==> config.mk <==
export PLATFORM = sky130hd
export DESIGN_NAME = pll_lock_sequencer
export DESIGN_NICKNAME = d
export VERILOG_FILES = /design/src/rtl/pll_seq_pkg.sv /design/src/rtl/pll_lock_sync.sv /design/src/rtl/pll_lock_sequencer.sv
export SDC_FILE = /design/constraint.sdc
export NUM_CORES = 1
export LEC_CHECK = 0
export BUFFER_PORTS_ARGS = -buffer_cell sky130_fd_sc_hd__buf_2
export CAP_MARGIN = 20
export CORE_MARGIN = 3
export CORE_UTILIZATION = 45
export CTS_CLUSTER_DIAMETER = 50
export CTS_CLUSTER_SIZE = 25
export DETAILED_ROUTE_END_ITERATION = 12
export MAX_ROUTING_LAYER = met4
export PLACE_DENSITY_LB_ADDON = 0.25
export SYNTH_ARGS = -nofsm -noshare
export SYNTH_HDL_FRONTEND = slang
export SYNTH_SLANG_ARGS = --single-unit
==> constraint.sdc <==
create_clock -name clock -period 2.8 [get_ports clock]
set_clock_uncertainty 0.05 [all_clocks]
set_input_delay 0.28 -clock clock [delete_from_list [all_inputs] [get_ports clock]]
set_output_delay 0.28 -clock clock [all_outputs]
set_load 0.01 [all_outputs]
==> src/rtl/pll_seq_pkg.sv <==
// Shared definitions for the PLL lock sequencer: FSM state encoding and
// synchronizer depth.
package pll_seq_pkg;

    typedef enum logic [2:0] {
        ST_RESET_PLL  = 3'd0,
        ST_WAIT_LOCK  = 3'd1,
        ST_STABILIZE  = 3'd2,
        ST_RUN        = 3'd3,
        ST_FAULT_HOLD = 3'd4,
        ST_FAULT_RUN  = 3'd5
    } pll_state_e;

    localparam int SYNC_STAGES = 2;

endpackage

==> src/rtl/pll_lock_sync.sv <==
// Multi-flop synchronizer bringing the asynchronous PLL LOCK pin into the
// oscillator clock domain. Both flops clear to 0 so that lock is never
// assumed present after reset.
module pll_lock_sync
    import pll_seq_pkg::*;
(
    input  logic clock,
    input  logic reset,
    input  logic async_i,
    output logic sync_o
);

    logic [SYNC_STAGES-1:0] sync_q;

    // Shift the raw pin through the synchronizer chain, clearing on reset.
    always_ff @(posedge clock) begin
        if (reset) begin
            sync_q <= {SYNC_STAGES{1'b0}};
        end else begin
            sync_q <= {sync_q[SYNC_STAGES-2:0], async_i};
        end
    end

    assign sync_o = sync_q[SYNC_STAGES-1];

endmodule

==> src/rtl/pll_lock_sequencer.sv <==
// PLL lock sequencer: resets the PLL, waits for lock with a timeout and a
// bounded number of retries, requires lock to stay stable before releasing
// the design reset, and falls back to PLL bypass when lock is never reached.
module pll_lock_sequencer
    import pll_seq_pkg::*;
#(
    parameter int RST_CYCLES    = 16,
    parameter int LOCK_TIMEOUT  = 65536,
    parameter int STABLE_CYCLES = 1024,
    parameter int MAX_RETRIES   = 3,
    parameter int CNT_W         = 17,
    parameter int RETRY_W       = 2
) (
    input  logic               clock,
    input  logic               reset,
    input  logic               pll_lock,
    input  logic               relock,
    output logic               pll_resetb,
    output logic               pll_bypass,
    output logic               sys_reset,
    output logic               ready,
    output logic               fault,
    output logic [RETRY_W-1:0] retries,
    output logic [2:0]         state
);

    // Terminal counts: the counter is cleared on every transition and only
    // ever compared for equality, so it can never wrap.
    localparam logic [CNT_W-1:0]   RST_LAST    = CNT_W'(RST_CYCLES - 1);
    localparam logic [CNT_W-1:0]   TIMEOUT_LAST = CNT_W'(LOCK_TIMEOUT - 1);
    localparam logic [CNT_W-1:0]   STABLE_LAST = CNT_W'(STABLE_CYCLES - 1);
    localparam logic [RETRY_W-1:0] RETRY_MAX   = RETRY_W'(MAX_RETRIES);

    pll_state_e         state_q, state_d;
    logic [CNT_W-1:0]   cnt_q, cnt_d;
    logic [RETRY_W-1:0] retries_q, retries_d;
    logic               lock_s;

    pll_lock_sync u_lock_sync (
        .clock  (clock),
        .reset  (reset),
        .async_i(pll_lock),
        .sync_o (lock_s)
    );

    // State, phase counter and retry counter registers.
    always_ff @(posedge clock) begin
        if (reset) begin
            state_q   <= ST_RESET_PLL;
            cnt_q     <= {CNT_W{1'b0}};
            retries_q <= {RETRY_W{1'b0}};
        end else begin
            state_q   <= state_d;
            cnt_q     <= cnt_d;
            retries_q <= retries_d;
        end
    end

    // Next-state logic; relock overrides every other transition.
    always_comb begin
        state_d   = state_q;
        cnt_d     = cnt_q + CNT_W'(1);
        retries_d = retries_q;
        if (relock) begin
            state_d   = ST_RESET_PLL;
            cnt_d     = {CNT_W{1'b0}};
            retries_d = {RETRY_W{1'b0}};
        end else begin
            case (state_q)
                ST_RESET_PLL: begin
                    if (cnt_q == RST_LAST) begin
                        state_d = ST_WAIT_LOCK;
                        cnt_d   = {CNT_W{1'b0}};
                    end else begin
                        state_d = ST_RESET_PLL;
                    end
                end
                ST_WAIT_LOCK: begin
                    if (lock_s) begin
                        state_d = ST_STABILIZE;
                        cnt_d   = {CNT_W{1'b0}};
                    end else if (cnt_q == TIMEOUT_LAST) begin
                        cnt_d = {CNT_W{1'b0}};
                        if (retries_q == RETRY_MAX) begin
                            state_d = ST_FAULT_HOLD;
                        end else begin
                            state_d   = ST_RESET_PLL;
                            retries_d = retries_q + RETRY_W'(1);
                        end
                    end else begin
                        state_d = ST_WAIT_LOCK;
                    end
                end
                ST_STABILIZE: begin
                    // A lock dropout restarts the lock wait without
                    // counting as a failed attempt.
                    if (!lock_s) begin
                        state_d = ST_WAIT_LOCK;
                        cnt_d   = {CNT_W{1'b0}};
                    end else if (cnt_q == STABLE_LAST) begin
                        state_d   = ST_RUN;
                        cnt_d     = {CNT_W{1'b0}};
                        retries_d = {RETRY_W{1'b0}};
                    end else begin
                        state_d = ST_STABILIZE;
                    end
                end
                ST_RUN: begin
                    if (!lock_s) begin
                        state_d = ST_RESET_PLL;
                        cnt_d   = {CNT_W{1'b0}};
                    end else begin
                        cnt_d = cnt_q;
                    end
                end
                ST_FAULT_HOLD: begin
                    if (cnt_q == STABLE_LAST) begin
                        state_d = ST_FAULT_RUN;
                        cnt_d   = {CNT_W{1'b0}};
                    end else begin
                        state_d = ST_FAULT_HOLD;
                    end
                end
                ST_FAULT_RUN: begin
                    cnt_d = cnt_q;
                end
                default: begin
                    state_d = ST_RESET_PLL;
                    cnt_d   = {CNT_W{1'b0}};
                end
            endcase
        end
    end

    // Moore output decode of the registered state.
    always_comb begin
        pll_resetb = 1'b0;
        pll_bypass = 1'b0;
        sys_reset  = 1'b1;
        ready      = 1'b0;
        fault      = 1'b0;
        case (state_q)
            ST_RESET_PLL: begin
                pll_resetb = 1'b0;
            end
            ST_WAIT_LOCK, ST_STABILIZE: begin
                pll_resetb = 1'b1;
            end
            ST_RUN: begin
                pll_resetb = 1'b1;
                sys_reset  = 1'b0;
                ready      = 1'b1;
            end
            ST_FAULT_HOLD: begin
                pll_bypass = 1'b1;
                fault      = 1'b1;
            end
            ST_FAULT_RUN: begin
                pll_bypass = 1'b1;
                fault      = 1'b1;
                sys_reset  = 1'b0;
            end
            default: begin
                pll_resetb = 1'b0;
            end
        endcase
    end

    assign retries = retries_q;
    assign state   = state_q;

endmodule

## After elaboration in Yosys (flattened, before gate mapping)

Cells that the tools add are included.

- ROM bits: 0
- Bits in registers: 24
- Memories: 0
- Latch bits: 0
- Memory bits (writable): 0
- Logic and storage cells: 56

- $add $sub $neg: 2
- $lt $le $gt $ge: 0
- Shift operators: 0
- Bitwise operators: 1
- Muxes and demuxes: 26
- Multiply operators: 0
- Div/mod/pow operators: 0
- Reductions and logical operators: 8
- Equal/unequal tests: 15

Operator list:

| operator | count |
|---|---|
| two-way mux 17 bit | 6 |
| one-hot mux 17 bit (6 select lines) | 1 |
| one-hot mux 3 bit (6 select lines) | 1 |
| adder 17 x 1 -> 17 bit, second input constant | 1 |
| equality test 17 x 10 -> 1 bit, second input constant | 1 |
| equality test 17 x 16 -> 1 bit, second input constant | 1 |
| equality test 17 x 4 -> 1 bit, second input constant | 1 |
| two-way mux 2 bit | 6 |
| two-way mux 3 bit | 4 |
| inequality test 2 bit, second input constant | 5 |
| two-way mux 1 bit | 7 |
| equality test 3 x 2 -> 1 bit, second input constant | 2 |
| equality test 3 bit, second input constant | 2 |
| AND reduction 6 bit | 1 |
| OR reduction 2 bit | 3 |
| one-hot mux 2 bit (2 select lines) | 1 |
| equality test 3 x 1 -> 1 bit, second input constant | 1 |
| logical NOT 3 bit | 1 |
| OR reduction 3 bit | 1 |
| adder 2 x 1 -> 2 bit, second input constant | 1 |
| equality test 2 bit, second input constant | 1 |
| inequality test 2 x 1 -> 1 bit, second input constant | 1 |
| AND reduction 2 bit | 1 |
| nonzero test 2 bit | 1 |
| inverter 1 bit | 1 |

## Longest topological paths before layout

Gate-level depths: netlist (run 1).

- Depth in word-level cells: 5
- Mapped depth: 12

## By module

A second synthesis (run 1) with hierarchy kept.

- Cell total of the unflattened synthesis: 162
- Area total of the unflattened synthesis: 1371.3 um2

Modules (own cells, without submodules):

| module | cells each | area each (um2) | times used |
|---|---|---|---|
| pll_lock_sequencer | 158 | 1318.8 | 1 |
| pll_lock_sync | 4 | 52.6 | 1 |

## Worst setup path after synthesis (run 1)

No wires, ideal clock.

- Path kind: register to register
- Start: register cnt_q[5]
- End: register cnt_q[3]
- Stages on the path, launching flop included: 13
- Setup slack: 571 ps
- Data required time: 2687 ps
- Data arrival time: 2115 ps
- Path buffers: 1
- Path through: dfxtp_1 > and4_2 > nand4_1 > nor2_1 > nand3_1 > inv_1 > ha_1 > nor2_1 > nand2_1 > nor3_1 > o31ai_4 > buf_6 > nor2_2

- Word-level cells in the longest chain between the ends: 4
- Elaborated cells between the ends (all ways): 9
- Classes of those cells: eq/ne: 3; mux: 6

RTL lines:

| item | line | text |
|---|---|---|
| from (decl) | pll_lock_sequencer.sv:35 | `logic [CNT_W-1:0] cnt_q, cnt_d;` |
| from (signal assigned) | pll_lock_sequencer.sv:50 | `cnt_q <= {CNT_W{1'b0}};` |
| from (signal assigned) | pll_lock_sequencer.sv:54 | `cnt_q <= cnt_d;` |
| equality test 17 x 10 -> 1 bit or equality test 17 x 16 -> 1 bit (tied branches) | pll_lock_sequencer.sv:100, pll_lock_sequencer.sv:117, pll_lock_sequencer.sv:82 |  |
| two-way mux 17 bit, on equally long branches | pll_lock_sequencer.sv:100, pll_lock_sequencer.sv:117, pll_lock_sequencer.sv:82 |  |
| two-way mux 17 bit, on equally long branches | pll_lock_sequencer.sv:97, pll_lock_sequencer.sv:79 |  |
| one-hot mux 17 bit (6 select lines) (*) | pll_lock_sequencer.sv:69 | `case (state_q)` |

Mark *: on every way between the ends. The rest lies on a longest branch, timed or not.
A chain may end at the register's enable or synchronous reset.

## Worst setup path after layout (run 1)

- Start: register cnt_q[4]
- End: register cnt_q[13]

- Word-level cells in the longest chain between the ends: 4
- Elaborated cells between the ends (all ways): 10
- Classes of those cells: add/sub: 1; eq/ne: 3; mux: 6

RTL lines:

| item | line | text |
|---|---|---|
| adder 17 x 1 -> 17 bit (tied with other cells) | pll_lock_sequencer.sv:62 | `cnt_d = cnt_q + CNT_W'(1);` |
| two-way mux 17 bit, on equally long branches | pll_lock_sequencer.sv:100, pll_lock_sequencer.sv:117, pll_lock_sequencer.sv:82 |  |
| two-way mux 17 bit, on equally long branches | pll_lock_sequencer.sv:97, pll_lock_sequencer.sv:79 |  |
| one-hot mux 17 bit (6 select lines) (*) | pll_lock_sequencer.sv:69 |  |

Marks and branches as above.

==> results.md, run 1 <==
* Area of the core at 2900 sq um
* Row cnt at 19
* Final min period at 2.45 ns
* Count of final hold-check violations at 0
* Final ANT Viol Nets at 0
* Total Wirelength at 3.19 mm
* Post-synth ARST share at 0%
* Peak supply drop at roughly 0.23 mV
* Wirelength per Cell at 14.4 um
* Setup bufs post-CTS at 0
* Share of cells above drive strength 1 at 22.8%
* First-pass GRT wire length at 5.60 mm
* Syn Std Cell Area at 1450 sq um
* Fin area at around 1600 sq um
* Slew headroom at 53.0%
* CTS tree: yes
* Initial antenna violation count at 0
* Cell Pwr Density at 353 nW/um^2
* F_max at around 400 MHz
* Vias in the first global route at 1203
* Ys Warns at 0
* Iteration count of the initial detailed-routing pass at 4
* Starting Density at 49.9%
* DP HPWL at between 2 and 2.5 mm
* Status: finished clean
* Final setup fails at 0
* Average size of a mapped cell at 8.61 sq um
* EDFF count, synth at 0
* H-tree depth at 1
* Worst slack, placed at 0.167 ns
* Setup TNS at 0 ns
* Ant. Diodes at 0
* Synthesis-stage register bit count at 24
* DRC viols at 0
* Io pins at 14
* Clock Tree Buf Depth at 2
* CP Max Fanout at 13
* DR vias/cell at around 5.8
* RSZ-0062 raised after global routing: false
* Gr ovfl total at 0
* Maxcap violations at 0
* Die Span X at 62.7 um
* Crit share post-route at 87.4%
* Largest net degree at the start of global routing at 17
* Netlist cell types at 48
* Leak at approximately 0.54 nW
* Final Net Count at 190
* Worst setup SP type: flop
* Layout area overhead at 7.87%
* Gpl congestion at 0.910
* Post-synth net total at 177
* Number of DRC markers in iteration 0 at 70
* Reg clk slew, reported paths at 0.13 ns
* Vias post-DR at roughly 1300
* Crit end category: flop
* Fill cells at 294
* Clock root buffer: clkbuf_4
* Die Ht at approximately 63 um
* GRT Overall Usage at 17.9%
* Setup CP Type: flop to flop
* Post-Syn Instances at roughly 170
* Final Max Tran Viols at 0
* Worst Tran Pin Value at 0.702 ns
* CTS sink cnt at 24
* Crit path DAT at between 2 and 3 ns
* Hold crit path type: input port to flop
* Worst skew pair latency at 0.32 ns
* Placed inst area at 1520 sq um
* Worst Setup Slack, final at around 0.35 ns
* Die ar. at between 3000 and 4000 sq um
* Top FF cell, synth: dfxtp_1
* IO buf count at 13
* WP data required at 2.97 ns
* Number of CTS-inserted buffers at 3
* Post-synthesis sequential area ratio at around a third
## synthesized netlist by cell type, drive strengths merged, types with 2 or more instances
master  count  area share (%)
nand2       9             2.3
o31ai       2             2.0
nand4       5             2.2
a31oi       3             1.3
nand3       9             3.1
or2         2            0.86
and4        2             1.3
xor2        6             3.6
a21oi       6             2.1
inv         5             1.3
nor4        5             3.0
nor2       26             8.8
and3        4             2.4
dfxtp      24              33
or3         2            0.86
nor3        7             2.4
o21ai      13             4.8
nor2b       4             1.7
nand2b      2            0.86
ha          5             4.3
buf         4             2.4
xnor2       5             3.0
clkbuf      2             1.2
a211oi      2             1.0
## worst paths after layout
kind	end	depth (start not counted)	slack, ns	start
worst max-delay path	cnt_q[13]$_SDFFE_PP0P_	12	0.35	cnt_q[4]$_SDFFE_PP0P_
worst min register to register	u_lock_sync.sync_q[1]$_SDFF_PP0_	1	0.41	u_lock_sync.sync_q[0]$_SDFF_PP0_
worst min-delay path	u_lock_sync.sync_q[0]$_SDFF_PP0_	2	0.08	reset
worst max register to register	cnt_q[13]$_SDFFE_PP0P_	12	0.35	cnt_q[4]$_SDFFE_PP0P_
## layer usage
layer / vias to the layer above / global-route usage (%) / share of wire, %
li1: 630 / - / -
met1: 603 / 23.5 / 46
met2: 37 / 27.3 / 47
met3: 12 / 3.42 / 4.4
met4: 0 / 6.34 / 2.0
met5: - / - / 0
## layout make-up
cell class	count	area, sq um	area share [%]
Timing Repair Buffer	14	72.6	4.65
Clock buffer	4	36.3	2.33
Tap cell	42	52.6	3.37
Multi-Input combinational cell	133	900	57.7
Inverter	5	18.8	1.20
Sequential cell	24	480	30.8
## worst max-delay path, stage by stage, from the launching register on
cell,delay [ns]
dfxtp_1,0.46
and4_2,0.31
nand4_1,0.17
nor2_1,0.15
nand3_1,0.10
inv_1,0.07
ha_1,0.18
nor2_1,0.06
nand2_1,0.09
nor3_2,0.09
o31ai_4,0.27
buf_4,0.27
nor2_1,0.07
## cells in the final DEF, fill, tap and decap left out, drive strengths merged, types with 2 or more instances in the layout
cell / count
nor2: 26
dfxtp: 24
buf: 14
o21ai: 13
nand2: 9
nand3: 9
nor3: 7
a21oi: 6
xor2: 6
inv: 5
nand4: 5
xnor2: 5
ha: 5
nor4: 5
nor2b: 4
clkbuf: 4
and3: 4
a31oi: 3
nand2b: 2
a211oi: 2
or2: 2
or3: 2
and4: 2
o31ai: 2
## metrics by stage
step	total power, mW	util [%]	hold slack (ns)	instances
global placement	0.371	52.4	0.376	218
finish	0.551	53.8	0.0837	222
global route	0.580	53.8	0.0829	222
CTS	0.556	53.6	0.0830	222
detailed placement	0.373	52.4	0.382	218
floorplan	0.367	-	0.302	168
## flip-flops by register name, indices dropped and copies added, names as in the netlist
register and flops:
cnt_q 17, retries 2, state 3, u_lock_sync.sync_q 2
## cell families (layout without fill, tap and decap cells)
| logic type | after synthesis | count (layout) | synth area share (%) |
|---|---|---|---|
| buffers and inverters | 11 | 23 | 4.93 |
| XOR/XNOR | 11 | 11 | 6.66 |
| AO/OA/AOI/OAI | 34 | 34 | 17.2 |
| adder cells (fa/ha/maj) | 5 | 5 | 4.33 |
| multiplexers | 1 | 1 | 0.692 |
| flip-flops | 24 | 24 | 33.2 |
| AND/OR/NAND/NOR | 82 | 82 | 33.0 |
## repair_timing
action                                  in CTS  in global routing
endpoints found under the setup margin       0                 13
gates resized for setup                      0                  1
hold endpoints to repair                     0                  0
hold buffers                                 0                  0
## power breakdown
part	switching [mW]	internal (mW)	total, mW	leakage [nW]
Clock	0.106	0.0795	0.186	0.0210
Combinational	0.0109	0.00662	0.0175	0.321
Sequential	0.00310	0.344	0.347	0.194
(Power assumes the default switching activity.)
==> inputs of run 2 (changes only) <==
--- a/config.mk
+++ b/config.mk
@@ -7,7 +7,7 @@
 export LEC_CHECK = 0
 export BUFFER_PORTS_ARGS = -buffer_cell sky130_fd_sc_hd__buf_2
 export CAP_MARGIN = 20
-export CORE_MARGIN = 3
+export CORE_MARGIN = 8
 export CORE_UTILIZATION = 45
 export CTS_CLUSTER_DIAMETER = 50
 export CTS_CLUSTER_SIZE = 25
==> run 2 against run 1 <==
Against the previous run: sequential cell count unchanged; die area increased by 34%; global-route usage decreased by 3.8 points; clock-buffer cell count decreased by 1; critical path type unchanged; largest power group unchanged.
==> results.md, run 2 (synthesis results as in run 1) <==
* Reg2reg path depth at 12 (unchanged)
* GRT Overall Usage at 14.1% (-3.8 points)
* Peak supply drop at 0.283 mV (+24%)
* Largest register FFs at 17 (unchanged)
* Maxcap violations at 0 (unchanged)
* CP Max Fanout at 13 (unchanged)
* Min-delay src: reset
* Final ANT Viol Nets at 0 (unchanged)
* Vias in the first global route at 1233 (+2.5%)
* Number of CTS-inserted buffers at 3 (unchanged)
* Crit share post-route at 87.7% (+0.25 points)
* Overall Power at 0.626 mW (+14%)
* Status: finished clean
* GRT met2 Usage at 22.0% (-5.3 points)
* Die Ht at 72.7 um (+16%)
* Crit path DAT at 2.66 ns (+0.04 ns)
* Hold Path Depth at 2 (unchanged)
* DR vias/cell at 5.53 (-4.2%)
* Register area at 480 sq um (unchanged)
* Row cnt at 20 (+1)
* Share of cells above drive strength 1 at 23.2% (+0.43 points)
* F_max at 407 MHz (-0.28%)
* Clock Tree Buf Depth at 2 (unchanged)
* CTS tree: yes
* Global route hottest layer: met2
* Met3 usage at 3.30% (-0.12 points)
* Slew headroom at 57.2% (+4.1 points)
* Setup bufs post-CTS at 0 (unchanged)
* Die ar. at 5280 sq um (+34%)
* Die Span X at 72.7 um (+16%)
* Iteration count of the initial detailed-routing pass at 4 (unchanged)
* Leak at 0.548 nW (+2.3%)
* Grt met1 use at 16.7% (-6.8 points)
* Starting Density at 47.4% (-2.5 points)
* Number of DRC markers in iteration 0 at 79 (+13%)
* Multi-input logic area at 900 sq um (unchanged)
* Clock root buffer: clkbuf_4
* Gr ovfl total at 0 (unchanged)
* Worst skew pair latency at 0.35 ns (+0.03 ns)
* Hold crit path type: input port to flop
* Total Wirelength at 3.25 mm (+2.0%)
* Initial antenna violation count at 0 (unchanged)
* Worst Tran Pin Value at 0.642 ns (-0.0597 ns)
* Reg clk slew, reported paths at 0.14 ns (about the same)
* Final setup fails at 0 (unchanged)
* WHS at 0.0755 ns (-0.00820 ns)
* Final Net Count at 191 (+0.53%)
* Commonest non-fill, non-tap cell in the layout: dfxtp_1
* IO buf count at 13 (unchanged)
* Gpl congestion at 0.853 (-6.2%)
* Crit end category: flop
* Area of the core at 3050 sq um (+5.3%)
* Largest register by flop count: cnt_q
* Io pins at 14 (unchanged)
* Final min period at 2.46 ns (+0.00697 ns)
* Worst reg2reg path startpoint: cnt_q[3]$_SDFFE_PP0P_
* Vias post-DR at 1245 (-2.9%)
* RSZ-0062 raised after global routing: false
* Ant. Diodes at 0 (unchanged)
* Worst r2r dst: cnt_q[13]$_SDFFE_PP0P_
* DP HPWL at 2.43 mm (+2.7%)
* Layout Utilization at 52.0% (-1.8 points)
* Largest net degree at the start of global routing at 17 (unchanged)
* Setup TNS at 0 ns (unchanged)
* H-tree depth at 1 (unchanged)
* Setup CP Type: flop to flop
* First-pass GRT wire length at 5.78 mm (+3.3%)
* Most frequent cells in the layout: dfxtp_1 (24), nor2_1 (16), buf_2 (13)
* Layout area overhead at 9.69%
* WP data required at 3.01 ns (+0.04 ns)
* R2R setup slack at 0.34 ns (about the same)
* DRC viols at 0 (unchanged)
* Fill cells at 314 (+6.8%)
* Final Max Tran Viols at 0 (unchanged)
* Worst setup SP type: flop
* Cell Pwr Density at 395 nW/um^2 (+12%)
* Count of final hold-check violations at 0 (unchanged)
* Wirelength per Cell at 14.4 um (+0.62%)
* Worst Hold End: u_lock_sync.sync_q[1]$_SDFF_PP0_
* CTS sink cnt at 24 (unchanged)
==> run 2: changes by cell type in the layout (fill, tap and decap cells not counted), sizes merged <==
cell	change
buf	+1
bufinv	+1
clkbuf	-1
==> run 2: worst max-delay path, stage by stage (launching register included) <==
cell and delay, ns:
dfxtp_1 0.48, and4_2 0.30, nand4_1 0.17, nor2_1 0.15
nand3_1 0.11, inv_1 0.07, ha_1 0.18, nor2_1 0.06
nand2_1 0.09, nor3_2 0.08, o31ai_4 0.27, buf_4 0.27
nor2_1 0.07
==> run 2: metrics by stage <==
stage / cell area (sq um) / worst slack [ns] / cells
2_1_floorplan: 1450 / 0.571 / 168
3_3_place_gp: 1530 / 0.364 / 221
3_5_place_dp: 1530 / 0.259 / 221
4_1_cts: 1580 / 0.210 / 225
5_1_grt: 1590 / 0.155 / 225
6_report: 1590 / 0.345 / 225
==> run 2: worst max path at each step <==
stage                                from                     end  cells past startpoint
floorplan           cnt_q[5]$_SDFFE_PP0P_   cnt_q[3]$_SDFFE_PP0P_                     12
global placement    cnt_q[5]$_SDFFE_PP0P_   cnt_q[9]$_SDFFE_PP0P_                     12
detailed placement  cnt_q[4]$_SDFFE_PP0P_   cnt_q[9]$_SDFFE_PP0P_                     12
CTS                 cnt_q[4]$_SDFFE_PP0P_   cnt_q[9]$_SDFFE_PP0P_                     12
global route        cnt_q[3]$_SDFFE_PP0P_   cnt_q[9]$_SDFFE_PP0P_                     12
finish              cnt_q[3]$_SDFFE_PP0P_  cnt_q[13]$_SDFFE_PP0P_                     12
==> run 2: repair_timing <==
| item | CTS | global route |
|---|---|---|
| hold buffers | 0 | 0 |
| setup endpoints to repair | 0 | 1 |
| resized for setup | 0 | 1 |
==> run 2: power breakdown <==
group | internal, mW | leakage [nW] | switching [mW]
Combinational | 0.00744 | 0.326 | 0.0108
Clock | 0.145 | 0.0279 | 0.115
Sequential | 0.344 | 0.194 | 0.00323
Total | 0.497 | 0.548 | 0.129
==> run 2: routing by layer <==
layer  wire [um]  vias up
li1            -      630
met1        1560      585
met2        1510       25
met3         129        5
met4          48        0
met5           0        -
==> run 2: layout make-up <==
type,count,share of cell area (%)
well taps,44,3.47
inverters,5,1.18
clock inverters,1,1.89
repair buffers,15,5.05
flip-flops and latches,24,30.3
clock buffers,3,1.42
multi-input cells,133,56.7
==> inputs of run 3 (changes only) <==
--- a/config.mk
+++ b/config.mk
@@ -8,7 +8,7 @@
 export BUFFER_PORTS_ARGS = -buffer_cell sky130_fd_sc_hd__buf_2
 export CAP_MARGIN = 20
 export CORE_MARGIN = 8
-export CORE_UTILIZATION = 45
+export CORE_UTILIZATION = 57
 export CTS_CLUSTER_DIAMETER = 50
 export CTS_CLUSTER_SIZE = 25
 export DETAILED_ROUTE_END_ITERATION = 12
@@ -16,4 +16,5 @@
 export PLACE_DENSITY_LB_ADDON = 0.25
 export SYNTH_ARGS = -nofsm -noshare
 export SYNTH_HDL_FRONTEND = slang
+export SYNTH_HIERARCHICAL = 1
 export SYNTH_SLANG_ARGS = --single-unit
==> run 3 against run 2 <==
Against the previous run: core utilization is 14 points higher; maximum frequency is 0.85% lower; sequential share of layout area is 1.9 points higher; hold slack better by 0.012 ns; global-route usage increased by 1.4 points; clock-buffer cell count increased by 1; register-to-register slack worse by 0.02 ns; non-clock buffer count is 1 higher; design area shrank 6.0%; highest routed layer unchanged; sequential cell count unchanged; die area is 20% lower; combinational power shrank 18%.
==> results.md, run 3 <==
* Status: finished clean
* Overall Power at 0.550 mW (-12%)
* Wirelength per Cell at 15.2 um (+4.9%)
* Largest register by flop count: cnt_q
* Fin area at 1490 sq um (-6.0%)
* Worst skew pair latency at 0.33 ns (-0.02 ns)
* Final min period at 2.48 ns (+0.0209 ns)
* Final Non-Filler Cells at 203 (-9.8%)
* Starting Density at 60.8% (+13 points)
* Final Max Tran Viols at 0 (unchanged)
* Clock power frac at 34.2% (-7.4 points)
* Worst Setup Slack, final at 0.324 ns (-0.0209 ns)
* Gpl congestion at 0.874 (+2.5%)
* Post-CTS sizing at 0 (unchanged)
* Fill cells at 202 (-36%)
* First-pass GRT wire length at 5.26 mm (-9.1%)
* Die Ht at 65.1 um (-11%)
* Maxcap violations at 0 (unchanged)
* Initial antenna violation count at 0 (unchanged)
* Internal power at 0.430 mW (-14%)
* Vias post-DR at 1246 (+0.080%)
* Combinational share of power at 2.7% (-0.2 points)
* Total Wirelength at 3.08 mm (-5.3%)
* Largest cells by area after synthesis: dfxtp_1 (35%), nor2_1 (7.9%), nand4_1 (5.0%)
* Peak supply drop at 0.351 mV (+24%)
* Die ar. at 4230 sq um (-20%)
* Psw at 0.120 mW (-7.2%)
* Post-synth net total at 171 (-3.4%)
* Commonest cells in the netlist: nor2_1 (29), dfxtp_1 (24), nand4_1 (11)
* IO buf count at 13 (unchanged)
* Setup TNS at 0 ns (unchanged)
* Area of the core at 2250 sq um (-26%)
* Gr ovfl total at 0 (unchanged)
* Worst slack, placed at 0.401 ns (+0.142 ns)
* Post-synthesis sequential area ratio at 35.0% (+1.8 points)
* WP data required at 2.96 ns (-0.05 ns)
* Crit path DAT at 2.63 ns (-0.03 ns)
* Reg clk slew, reported paths at 0.14 ns (about the same)
* F_max at 404 MHz (-0.85%)
* Final setup fails at 0 (unchanged)
* Crit end category: flop
* Row cnt at 17 (-15%)
* Post-synth top area share at 35.0% (+1.8 points)
* Layout Utilization at 66.1% (+14 points)
* Post-Syn Instances at 162 (-3.6%)
* Register share of total power at 63.1% (+7.6 points)
* Crit share post-route at 88.4% (+0.75 points)
* H-tree depth at 1 (unchanged)
* Count of final hold-check violations at 0 (unchanged)
* Synthesis-stage register bit count at 24 (unchanged)
* Final Net Count at 185 (-3.1%)
* Average size of a mapped cell at 8.46 sq um (-1.7%)
* EDFF count, synth at 0 (unchanged)
* Vias in the first global route at 1161 (-5.8%)
* Worst setup SP type: flop
* Die Span X at 65.1 um (-11%)
* Syn Std Cell Area at 1370 sq um (-5.2%)
* Setup CP Type: flop to flop
* Setup bufs post-CTS at 0 (unchanged)
* Ys Warns at 6 (+6)
* Placed inst area at 1460 sq um (-4.8%)
* Worst Tran Pin Value at 0.557 ns (-0.0852 ns)
* Io pins at 14 (unchanged)
* Count leader, synth: nor2_1
* CTS sink cnt at 24 (unchanged)
* Ant. Diodes at 0 (unchanged)
* Netlist cell types at 45 (-6.3%)
* DR vias/cell at 6.14 (+11%)
* Leak at 0.544 nW (-0.73%)
* Largest register FFs at 17 (unchanged)
* Clock Tree Buf Depth at 2 (unchanged)
* GRT Overall Usage at 15.4% (+1.4 points)
* Final ANT Viol Nets at 0 (unchanged)
* DRC viols at 0 (unchanged)
* Clock root buffer: clkbuf_4
* Post-synth ARST share at 0% (unchanged)
* Area leader, netlist: dfxtp_1
* Top FF cell, synth: dfxtp_1
* Number of DRC markers in iteration 0 at 80 (+1.3%)
* Most frequent cells in the layout: nor2_1 (29), dfxtp_1 (24), buf_2 (13)
* Number of CTS-inserted buffers at 3 (unchanged)
* Cell Pwr Density at 369 nW/um^2 (-6.6%)
* CP Max Fanout at 13 (unchanged)
* Largest net degree at the start of global routing at 18 (+1)
* Slew headroom at 62.6% (+5.4 points)
* DP HPWL at 2.26 mm (-6.7%)
* Share of cells above drive strength 1 at 16.6% (-6.6 points)
* Iteration count of the initial detailed-routing pass at 4 (unchanged)
* Layout area overhead at 8.76%
* Hold crit path type: input port to flop
* Post-CTS Hold Fix Bufs at 0 (unchanged)
* Switch share at 21.8% (+1.2 points)
* Commonest non-fill, non-tap cell in the layout: nor2_1
* WHS at 0.0880 ns (+0.0124 ns)
* CTS tree: yes
* RSZ-0062 raised after global routing: false
* Placed cells at 199 (-10%)
run 3: cells by family (layout without fill, tap and decap cells):
logic type	Yosys count	count (layout)	synth area share [%]
compound gates	28	28	14.3
flops	24	24	35.0
fa+ha+maj	5	5	4.56
buf+inv	10	23	3.65
simple gates	83	83	34.8
xor+xnor	12	12	7.66
run 3: metal layers:
metal	share of wire [%]	vias up	GRT usage, %
li1	-	611	-
met5	0	-	-
met3	9.4	5	3.61
met2	45	59	23.6
met1	45	571	19.5
met4	1.2	0	5.18
run 3: layout make-up:
class | count | area [sq um] | share of cell area (%)
clock buffers | 4 | 36.3 | 2.43
inverters | 3 | 11.3 | 0.755
multi-input cells | 128 | 841 | 56.4
flip-flops and latches | 24 | 480 | 32.2
well taps | 28 | 35.0 | 2.35
repair buffers | 16 | 87.6 | 5.87
run 3: power by group through the flow:
| stage | Combinational [mW] | Sequential, mW | Clock, mW |
|---|---|---|---|
| 5_1_grt | 0.0169 | 0.348 | 0.202 |
| 3_5_place_dp | 0.0153 | 0.354 | 0 |
| 6_report | 0.0150 | 0.347 | 0.188 |
| 2_1_floorplan | 0.0119 | 0.354 | 0 |
| 3_3_place_gp | 0.0149 | 0.354 | 0 |
| 4_1_cts | 0.0152 | 0.347 | 0.190 |
run 3: final timing paths:
kind                                                       start                          endpoint  slack (ns)  cells past startpoint
worst max register to register             cnt_q[9]$_SDFFE_PP0P_             cnt_q[3]$_SDFFE_PP0P_        0.32                      9
worst max-delay path                       cnt_q[9]$_SDFFE_PP0P_             cnt_q[3]$_SDFFE_PP0P_        0.32                      9
worst min-delay path                                       reset  u_lock_sync/sync_q[0]$_SDFF_PP0_        0.09                      2
worst min register to register  u_lock_sync/sync_q[0]$_SDFF_PP0_  u_lock_sync/sync_q[1]$_SDFF_PP0_        0.42                      1
run 3: critical path, cell delays in order, from the launching register on:
cell and delay (ns):
dfxtp_1 0.49, nand4_1 0.16, nor3_1 0.28, nand4_1 0.19
inv_1 0.09, ha_1 0.19, or2_2 0.14, o21ai_2 0.09
o31ai_4 0.55, nor2_1 0.12
